File: src/rtl/pc_stack.sv
// pc_stack: program counter with absolute/relative jumps and a LIFO
// return-address stack for call/ret. Every state change is gated by wPC,
// and all outputs come straight from registers or from decodes of them.
module pc_stack #(
  parameter int            AW         = 8,
  parameter logic [AW-1:0] RESET_ADDR = 'h20,
  parameter int            DEPTH      = 4,
  parameter int            SPW        = $clog2(DEPTH + 1)
) (
  input  logic           clk,
  input  logic           rst,
  input  logic           wPC,
  input  logic           branch,
  input  logic           ijump,
  input  logic           aluFlag,
  input  logic           relJmp,
  input  logic           call,
  input  logic           ret,
  input  logic [AW-1:0]  jmpAddr,
  output logic [AW-1:0]  PC,
  output logic [SPW-1:0] sp,
  output logic           stkEmpty,
  output logic           stkFull,
  output logic           stkErr
);

  // The stack array is indexed by a power-of-two sized address, so every
  // index value is in range, including the one for DEPTH=1.
  localparam int             AIW     = (DEPTH > 1) ? $clog2(DEPTH) : 1;
  localparam int             MEM_N   = 1 << AIW;
  localparam logic [SPW-1:0] SP_FULL = SPW'(DEPTH);

  logic [AW-1:0]  pc_q, pc_d;
  logic [SPW-1:0] sp_q, sp_d;
  logic           err_q, err_d;

  // The stack contents are never reset; only entries below sp are meaningful.
  logic [AW-1:0]  stack_mem [MEM_N];
  logic           push;
  logic [AIW-1:0] wr_idx;
  logic [AIW-1:0] rd_idx;

  logic [AW-1:0]  inc;
  logic [AW-1:0]  tgt;
  logic           taken;
  logic           empty;
  logic           full;

  assign inc    = pc_q + 1'b1;
  assign tgt    = relJmp ? (inc + jmpAddr) : jmpAddr;
  assign taken  = branch & (ijump | aluFlag);
  assign empty  = (sp_q == '0);
  assign full   = (sp_q == SP_FULL);
  assign wr_idx = AIW'(sp_q);
  assign rd_idx = AIW'(sp_q - SPW'(1));

  // Next-state selection: misuse and stack errors fall back to a plain
  // increment so execution keeps going while the sticky flag records it.
  always_comb begin
    pc_d  = pc_q;
    sp_d  = sp_q;
    err_d = err_q;
    push  = 1'b0;
    if (wPC) begin
      if (call && ret) begin
        pc_d  = inc;
        err_d = 1'b1;
      end else if (ret && empty) begin
        pc_d  = inc;
        err_d = 1'b1;
      end else if (ret) begin
        pc_d = stack_mem[rd_idx];
        sp_d = sp_q - 1'b1;
      end else if (call && full) begin
        pc_d  = inc;
        err_d = 1'b1;
      end else if (call) begin
        push = 1'b1;
        sp_d = sp_q + 1'b1;
        pc_d = tgt;
      end else if (taken) begin
        pc_d = tgt;
      end else begin
        pc_d = inc;
      end
    end
  end

  // Architectural state: reset takes priority over any update.
  always_ff @(posedge clk) begin
    if (rst) begin
      pc_q  <= RESET_ADDR;
      sp_q  <= '0;
      err_q <= 1'b0;
    end else begin
      pc_q  <= pc_d;
      sp_q  <= sp_d;
      err_q <= err_d;
    end
  end

  // Return-address write; reset never pushes, so the write is suppressed then.
  always_ff @(posedge clk) begin
    if (push && !rst) begin
      stack_mem[wr_idx] <= inc;
    end
  end

  assign PC       = pc_q;
  assign sp       = sp_q;
  assign stkEmpty = empty;
  assign stkFull  = full;
  assign stkErr   = err_q;

endmodule

File: config.mk
export PLATFORM = sky130hd
export DESIGN_NAME = pc_stack
export DESIGN_NICKNAME = d
export VERILOG_FILES = /design/src/rtl/pc_stack.sv
export SDC_FILE = /design/constraint.sdc
export NUM_CORES = 1
export LEC_CHECK = 0
export CAP_MARGIN = 10
export CORE_ASPECT_RATIO = 0.6
export CORE_UTILIZATION = 55
export DETAILED_ROUTE_END_ITERATION = 6
export GPL_TIMING_DRIVEN = 0
export PLACE_DENSITY = 0.79
export SKIP_LAST_GASP = 1
export SYNTH_ARGS = -nofsm -noshare
export SYNTH_HDL_FRONTEND = slang
export SYNTH_SLANG_ARGS = --single-unit
export TNS_END_PERCENT = 1
File: constraint.sdc
create_clock -name clk -period 5.7 [get_ports clk]
set_clock_uncertainty 0.2 [all_clocks]
set_input_delay 0.57 -clock clk [delete_from_list [all_inputs] [get_ports clk]]
set_output_delay 0.57 -clock clk [all_outputs]
set_load 0.02 [all_outputs]
==> results of run 1 <==
==> logic make-up after synthesis <==
group | synth area share, %
AO/OA/AOI/OAI | 15.31
XOR/XNOR | 4.437
adder cells (fa/ha/maj) | 7.606
buffers and inverters | 2.974
flip-flops | 46.81
multiplexers | 8.776
AND/OR/NAND/NOR | 14.09
==> flip-flops by register name, summed over array words and instances (netlist names) <==
register	flops
sp	3
stack_mem	32
stkErr	1
PC	8
==> placed cells by master, fill, tap and decap left out, types with 2 or more instances in the layout <==
cell type	synthesis	layout
a2111oi_2	2	2
a211oi_1	2	2
a211oi_2	2	2
a21o_1	2	2
a21oi_1	11	11
and2_1	5	5
buf_2	4	4
clkbuf_1	2	2
clkbuf_8	0	5
clkdlybuf4s50_1	0	29
dfxtp_1	12	12
edfxtp_1	32	32
ha_1	14	14
inv_1	10	10
mux2i_1	2	2
mux4_2	8	8
nand2_1	12	12
nand2b_1	3	3
nand3_1	10	10
nor2_1	14	14
nor2b_1	2	2
nor3_1	5	5
o2111ai_1	3	3
o211ai_1	5	5
o21a_1	3	3
o21ai_0	8	8
o221ai_1	4	4
or2_0	2	2
xnor2_1	9	9
xor2_1	4	4
==> power groups by stage <==
stage / logic [mW] / registers [mW] / clock network, mW
finish: 0.224 / 0.372 / 0.238
global route: 0.245 / 0.374 / 0.253
CTS: 0.224 / 0.372 / 0.241
detailed placement: 0.223 / 0.379 / 0
global placement: 0.218 / 0.379 / 0
floorplan: 0.142 / 0.386 / 0
==> final cells by class <==
class | count | area, um2
Tap cell | 60 | 75.07
Clock buffer | 5 | 68.82
Buffer | 7 | 38.79
Sequential cell | 44 | 1201
Clock inverter | 3 | 42.54
Inverter | 10 | 37.54
Fill cell | 330 | 1236
Timing Repair Buffer | 29 | 290.3
Multi-Input combinational cell | 156 | 1289
==> worst max path at each step <==
stage | end | slack, ns
after floorplan | PC[5] | 2.96
after global placement | PC[4] | 2.55
after detailed placement | PC[4] | 2.54
after CTS | PC[5] | 2.61
after global routing | PC[7] | 2.37
final | PC[5] | 2.55
==> worst min-delay path, cell delays in order (launching register included) <==
cell and delay, ns:
dfxtp_1 0.34, a21oi_1 0.04, nor2_1 0.07
==> per-layer routing <==
metal | up-vias | wire [um] | track usage [%]
li1 | 899 | - | -
met1 | 914 | 2823 | 37.15
met2 | 81 | 2335 | 36.77
met3 | 4 | 443 | 6.421
met4 | 0 | 29 | 4.839
met5 | - | 0 | 0
==> through the flow <==
stage / area [um2] / std cells
finish: 3043 / 314
global route: 3043 / 314
CTS: 3043 / 314
detailed placement: 2932 / 306
global placement: 2932 / 306
floorplan: 2566 / 217
==> impl_metrics.csv, run 1 <==
group,metric,value,unit
worst_setup_path,crit_path_end_kind,"flop",
timing,layout_setup_ws,2.546,ns
cts,clockBufferDepth,2,
timing,finalCritPeriodShare,55.33,%
pwr,peakVddDrop,0.0002638,V
global_routing,grt-ovfl-total,0,
cts,post_cts_resized,0,
outcome,status,"finished, final reports clean",
worst_setup_path,critical_path.top_delay_family,"adder cells",
pwr,clkPwrFrac,28.6,%
final_layout,fin_nets,285,
floorplan,io_pins,31,
cts,hold_buffers,0,
detailed_routing,vias,1898,
yosys,synth_top_area_share,37.45,%
worst_setup_path,reg2reg_depth,9,
timing,final.min_clock_period,3.154,ns
yosys,yosys_warnings,0,
worst_hold_path,worst_hold_startpoint,"stkErr",
detailed_routing,drc,0,
final_layout,area_growth,18.58,%
floorplan,initial_core_util,59.97,%
cts,cts_sinks,44,
yosys,avgSynthCellArea,11.83,um2
floorplan,floorplan.core_area,4279,um2
global_routing,grt_usage,24.86,%
final_layout,num_antenna_cells,0,
final_layout,layout-drive-gt1-share,15.75,%
worst_setup_path,crit_path_max_incr_delay,0.54,ns
placed_design,gp_congestion,0.7999,
floorplan,die_h,54.91,um
worst_setup_path,crit_chain,"ha_1 -> nand3_1 -> xnor2_1 -> ha_1 -> nand3_1 -> o211ai_1 -> or3_1 -> a311oi_1 -> o21ai_0",
timing,max_freq,0.3171,GHz
timing,final_hold_viol_count,0,
cts,cts_setup_buffers,0,
timing,finalSetupViolCount,0,
worst_hold_path,hold_class,"flop to flop",
floorplan,die_area,4952,um2
yosys,yosys.area.top_type,"edfxtp_1",
yosys,synth_cells,217,
detailed_routing,viasPerCell,6.045,
worst_setup_path,cp_num_cells,9,
timing,tightest_slew,0.6463,ns
global_routing,grt_max_degree,15,
cts,cts_tree,"done",
detailed_routing,antenna_left,0,
job,cap_viol_max_count,0,
global_routing,grt_pass1_wl,8997,um
placed_design,dp_hpwl,4351,um
worst_setup_path,r2r_slack,2.55,ns
floorplan,die_w,90.19,um
pwr,power_frac_seq,44.6,%
worst_setup_path,cpMaxStageDelayCell,"xnor2_1",
worst_setup_path,crit_type,"flop to flop",
worst_hold_path,hold_end,"stkErr",
timing,rsz0062_at_grt,"no",
floorplan,placementRows,18,
detailed_routing,routedWlPerCell,17.93,um
yosys,yosysMostFrequentCell,"edfxtp_1",
global_routing,antenna_found_initial,0,
cts,path_clk_slew,0.09,ns
yosys,ys_seq_elements,44,
worst_setup_path,critPathRequiredTime,5.68,ns
worst_setup_path,worstSetupStartpoint,"PC[0]",
worst_setup_path,cp-start-kind,"flop",
yosys,async_reset_ff_share,0,%
pwr,power_density,274.1,nW/um2
cts,cts_buffers,5,
cts,htreeDepth,2,
timing,relSlewSlack,56.61,%
global_routing,grt_pass1_vias,1693,
pwr,p_switching,0.2458,mW
pwr,finalPower,0.8341,mW
pwr,leakage,1.070,nW
worst_setup_path,crit_buf_inv,0,
placed_design,io_buffers,29,
pwr,pwr-share-comb,26.8,%
yosys,ys_seq_area_share,46.81,%
yosys,syn_area,2566,um2
yosys,synth_commonest_cells,"edfxtp_1 (32), ha_1 (14), nor2_1 (14)",
placed_design,post-place-ws,2.535,ns
detailed_routing,first_pass_iters,4,
timing,tns,0,ns
yosys,synth_nets,249,
timing,slew_violations,0,
yosys,synth_area_leaders,"edfxtp_1 (37%), dfxtp_1 (9.4%), mux4_2 (7.0%)",
pwr,p_int,0.5883,mW
cts,clk_latency,0.30,ns
worst_setup_path,critPathArrivalTime,3.13,ns
worst_setup_path,r2r-end,"PC[5]",
final_layout,post-route-util,71.11,%
worst_hold_path,hold_path_depth,2,
pwr,switching_share,29.47,%
yosys,synth-edff-count,32,
yosys,synth_cell_type_count,53,
worst_setup_path,worstPathMaxFanout,8,
timing,fin_hold_ws,0.2792,ns
cts,cts-root-buf,"clkbuf_8",
yosys,synthFlopType,"edfxtp_1",
detailed_routing,drt-total-wl,5631,um
worst_setup_path,reg2reg_from,"PC[0]",
detailed_routing,drtIter0Drc,158,
No activity file was read; power rests on OpenSTA's default activity.
==> run 2: changes to the inputs <==
- clock period: 5.7 -> 2.98 ns (I/O delays scaled with it)
==> run 2 against run 1 <==
  * Non-clock buffer count rose by 1
  * Worst setup slack worse by 2.4 ns
  * Sequential power rose by 92%
  * Clock power increased by 92%
  * Maximum frequency up 9.7%
  * Via count unchanged
  * Combinational power grew 97%
  * Cell count increased by 0.32%
  * Largest cell class unchanged
  * Register-to-register slack worse by 2.4 ns
  * Power increased by 93%
==> impl_metrics.csv, run 2 (synthesis gave the netlist of run 1 again) <==
group,metric,value,unit
outcome,status,"finished, final reports clean",
global_routing,grt_usage,24.89,%
floorplan,floorplan.core_area,4279,um2
worst_setup_path,crit_type,"flop to flop",
pwr,clkPwrFrac,28.3,%
detailed_routing,vias,1898,
timing,rsz0062_at_grt,"yes",
cts,cts_sinks,44,
cts,cts_tree,"done",
cts,cts_buffers,5,
placed_design,placed_cells,306,
worst_setup_path,cpMaxStageDelayCell,"dfxtp_1",
pwr,peakVddDrop,0.0005075,V
cts,path_clk_slew,0.09,ns
placed_design,place_area,2932,um2
final_layout,num_antenna_cells,0,
final_layout,multi_input_area,1343,um2
final_layout,fillers,318,
final_layout,fin_nets,286,
detailed_routing,antenna_left,0,
worst_setup_path,critical_path.top_delay_family,"adder cells",
timing,tns,0,ns
final_layout,fin_cells,315,
final_layout,top_register,"stack_mem",
cts,cts-root-buf,"clkbuf_8",
worst_setup_path,critPathArrivalTime,2.85,ns
global_routing,grt_pass1_vias,1696,
timing,finalSetupViolCount,0,
detailed_routing,viasPerCell,6.025,
detailed_routing,routedWlPerCell,18.14,um
detailed_routing,drtIter0Drc,162,
worst_hold_path,hold_class,"input port to flop",
final_layout,post-route-util,72.57,%
cts,clk_latency,0.30,ns
worst_setup_path,path_common_cell,"nand3_1",
floorplan,initial_core_util,59.97,%
cts,clockBufferDepth,2,
pwr,switching_share,29.69,%
global_routing,grt_pass1_wl,9011,um
pwr,p_int,1.135,mW
final_layout,fin_area,3105,um2
worst_setup_path,crit_path_max_incr_delay,0.48,ns
worst_setup_path,crit_buf_inv,0,
worst_setup_path,cp-start-kind,"flop",
floorplan,die_w,90.19,um
timing,relSlewSlack,61.28,%
timing,final.min_clock_period,2.874,ns
final_layout,seq_area,1202,um2
detailed_routing,drt-total-wl,5713,um
floorplan,io_pins,31,
worst_setup_path,crit_chain,"ha_2 -> nand3_1 -> xnor2_4 -> ha_1 -> nand3_1 -> o211ai_1 -> or3_1 -> a311oi_1 -> o21ai_0",
floorplan,die_h,54.91,um
final_layout,layout-drive-gt1-share,19.22,%
timing,tightest_slew,0.5809,ns
worst_setup_path,crit_path_end_kind,"flop",
placed_design,gp_congestion,0.7999,
floorplan,placementRows,18,
timing,finalCritPeriodShare,96.46,%
floorplan,die_area,4952,um2
job,cap_viol_max_count,0,
pwr,pwr-share-comb,27.4,%
pwr,power_frac_seq,44.3,%
timing,slew_violations,0,
placed_design,io_buffers,29,
detailed_routing,drc,0,
timing,max_freq,0.3479,GHz
global_routing,antenna_found_initial,0,
worst_setup_path,critPathRequiredTime,2.96,ns
placed_design,dp_hpwl,4351,um
global_routing,grt_max_degree,15,
final_layout,largest_reg_flops,32,
global_routing,grt-ovfl-total,0,
cts,htreeDepth,2,
final_layout,layout_commonest_cell,"edfxtp_1",
pwr,leakage,1.098,nW
pwr,power_density,519.6,nW/um2
detailed_routing,first_pass_iters,4,
timing,final_hold_viol_count,0,
worst_setup_path,worstPathMaxFanout,6,
cts,hold_buffers,0,
final_layout,area_growth,21.01,%
pwr,p_switching,0.4791,mW
final_layout,final_cell_mix,"edfxtp_1 (32), clkdlybuf4s50_1 (29), nor2_1 (14)",
-- run 2: changes by cell type in the layout (fill, tap and decap cells not counted), sizes merged --
cell,before,now
buf,5,6
-- run 2: worst min-delay path, delay by kind of cell --
family                    cells  cell delay, ns
AOI/OAI and AO/OA             1            0.07
xor gates and xnor gates      1            0.14
buffers and inverters         1            0.19
-- run 2: per-layer routing --
layer	part of all wire, %	vias up	track usage [%]
met5	0	-	0
li1	-	900	-
met4	0.54	0	4.839
met3	8.3	4	6.421
met1	49	907	37.24
met2	42	87	36.77
-- run 2: final timing paths --
check,start,end,slack (ns),cells past startpoint
worst min-delay path,ret,sp[1],0.25,3
worst min register to register,stkErr,stkErr,0.28,2
worst max-delay path,PC[1],PC[5],0.11,9
worst max register to register,PC[1],PC[5],0.11,9
-- run 2: power groups by stage --
| stage | sequential (mW) | combinational, mW | clock (mW) |
|---|---|---|---|
| 6_report | 0.715 | 0.442 | 0.457 |
| 5_1_grt | 0.718 | 0.481 | 0.484 |
| 3_3_place_gp | 0.724 | 0.417 | 0 |
| 2_1_floorplan | 0.739 | 0.272 | 0 |
| 3_5_place_dp | 0.725 | 0.427 | 0 |
| 4_1_cts | 0.711 | 0.429 | 0.461 |
-- run 2: area by class of cell --
class | instances | share of cell area, %
clock buffer | 5 | 2.216
multi-input combinational | 156 | 43.23
clock inverter | 3 | 1.370
timing repair buffer | 30 | 9.589
buffer | 7 | 1.249
tap | 60 | 2.417
sequential | 44 | 38.72
inverter | 10 | 1.209
-- run 2: what timing repair did --
action	CTS	global route
setup endpoints to repair	3	5
pin swaps	0	1
resized for setup	1	8
setup buffers	0	1
-- run 2: through the flow --
| step | setup slack, ns | hold WS [ns] | power [mW] |
|---|---|---|---|
| final | 0.1056 | 0.2503 | 1.614 |
| after global routing | -0.02784 | 0.2723 | 1.683 |
| after CTS | -0.1049 | 0.2493 | 1.601 |
| after detailed placement | -0.1016 | 0.2608 | 1.152 |
| after global placement | -0.04643 | 0.2506 | 1.141 |
| after floorplan | 0.2408 | 0.2813 | 1.011 |
==> run 3: changes to the inputs <==
- TNS_END_PERCENT: 1 -> not set
==> run 3 against run 2 <==
  * Clock power about the same
  * Via count increased by 0.79%
  * Non-clock buffer count decreased by 1
==> impl_metrics.csv, run 3 (synthesis gave the netlist of run 1 again) <==
group,metric,value,unit
outcome,status,"finished, final reports clean",
worst_setup_path,crit_type,"flop to flop",
global_routing,grt-ovfl-total,0,
global_routing,antenna_found_initial,0,
detailed_routing,antenna_left,0,
timing,rsz0062_at_grt,"yes",
detailed_routing,vias,1913,
timing,relSlewSlack,62.44,%
worst_setup_path,critPathRequiredTime,2.96,ns
timing,max_freq,0.3496,GHz
floorplan,die_h,54.91,um
timing,fin_hold_ws,0.2495,ns
floorplan,io_pins,31,
floorplan,initial_core_util,59.97,%
worst_setup_path,path_common_cell,"nand3_1",
placed_design,dp_hpwl,4351,um
detailed_routing,first_pass_iters,4,
worst_setup_path,worstPathMaxFanout,6,
timing,tightest_slew,0.5634,ns
timing,slew_violations,0,
worst_setup_path,r2r_slack,0.12,ns
cts,clk_latency,0.30,ns
floorplan,die_w,90.19,um
pwr,leakage,1.097,nW
global_routing,grt_pass1_vias,1703,
final_layout,top_register,"stack_mem",
detailed_routing,routedWlPerCell,18.27,um
timing,final_hold_viol_count,0,
detailed_routing,viasPerCell,6.092,
final_layout,largest_reg_flops,32,
job,cap_viol_max_count,0,
placed_design,io_buffers,29,
cts,hold_buffers,0,
cts,cts_sinks,44,
timing,finalCritPeriodShare,95.99,%
cts,htreeDepth,2,
cts,clockBufferDepth,2,
placed_design,gp_congestion,0.7999,
final_layout,layout_commonest_cell,"edfxtp_1",
final_layout,fillers,317,
cts,cts_tree,"done",
final_layout,area_growth,20.87,%
worst_hold_path,hold_class,"input port to flop",
final_layout,final_cell_mix,"edfxtp_1 (32), clkdlybuf4s50_1 (29), nor2_1 (14)",
final_layout,layout-drive-gt1-share,19.29,%
worst_setup_path,crit_chain,"ha_2 -> nand3_1 -> xnor2_4 -> ha_1 -> nand3_1 -> o211ai_1 -> or3_1 -> a311oi_1 -> o21ai_0",
floorplan,placementRows,18,
detailed_routing,drc,0,
global_routing,grt_usage,24.93,%
floorplan,floorplan.core_area,4279,um2
timing,finalSetupViolCount,0,
worst_setup_path,cp-start-kind,"flop",
worst_setup_path,critPathArrivalTime,2.84,ns
detailed_routing,drt-total-wl,5738,um
placed_design,place_area,2932,um2
final_layout,fin_area,3102,um2
cts,path_clk_slew,0.09,ns
floorplan,die_area,4952,um2
worst_setup_path,crit_buf_inv,0,
final_layout,num_antenna_cells,0,
detailed_routing,drtIter0Drc,229,
global_routing,grt_max_degree,15,
timing,final.min_clock_period,2.860,ns
worst_setup_path,crit_path_max_incr_delay,0.48,ns
cts,cts-root-buf,"clkbuf_8",
worst_setup_path,crit_path_end_kind,"flop",
pwr,peakVddDrop,0.0005061,V
worst_setup_path,critical_path.top_delay_family,"adder cells",
pwr,power_density,520.1,nW/um2
worst_setup_path,cpMaxStageDelayCell,"dfxtp_1",
final_layout,post-route-util,72.49,%
final_layout,fin_nets,285,
cts,cts_buffers,5,
global_routing,grt_pass1_wl,9032,um
-- run 3: cell count changes in the layout (fill, tap and decap cells not counted) --
cell / previous run / this run
clkbuf_1: 2 / 1
-- run 3: where the power goes --
group / switching [mW] / internal (mW) / total [mW]
sequential: 0.0293 / 0.686 / 0.715
combinational: 0.239 / 0.201 / 0.440
clock: 0.210 / 0.248 / 0.458
-- run 3: routing by layer --
metal  GRT usage, %  part of all wire [%]  up-vias
met5              0                     0        -
met4          4.839                  0.54        0
met3          6.421                   7.3        4
met2          36.90                    42       71
met1          37.27                    50      940
li1               -                     -      898
-- run 3: final timing paths --
kind	from	cells past startpoint	end
setup / recovery	PC[1]	9	PC[5]
hold / removal	ret	3	sp[1]
hold reg to reg	stkErr	2	stkErr
setup reg to reg	PC[1]	9	PC[5]
-- run 3: worst min-delay path: stages --
cell	delay [ns]
buf_2	0.19
xnor2_1	0.14
a211oi_1	0.07
-- run 3: layout make-up --
class                   count  area (um2)  area share [%]
inverters                  10       37.54           1.210
repair buffers             30       297.8           9.601
clock inverters             3       42.54           1.372
plain buffers               6       35.03           1.129
flip-flops and latches     44        1202           38.77
well taps                  60       75.07           2.420
multi-input cells         156        1343           43.28
clock buffers               5       68.82           2.219
-- run 3: what timing repair did --
action / CTS / global route
endpoints found under the hold margin: 0 / 0
pin swaps: 0 / 1
endpoints found under the setup margin: 3 / 5
setup buffers: 0 / 1
resized for setup: 2 / 7
-- run 3: stage by stage --
step	TNS (ns)	setup slack (ns)	total power, mW	cells
CTS	0	0.02109	1.603	314
global placement	-0.1099	-0.04643	1.141	306
floorplan	0	0.2408	1.011	217
finish	0	0.1195	1.613	314
global route	-0.03554	-0.03237	1.683	314
detailed placement	-0.2378	-0.1016	1.152	306
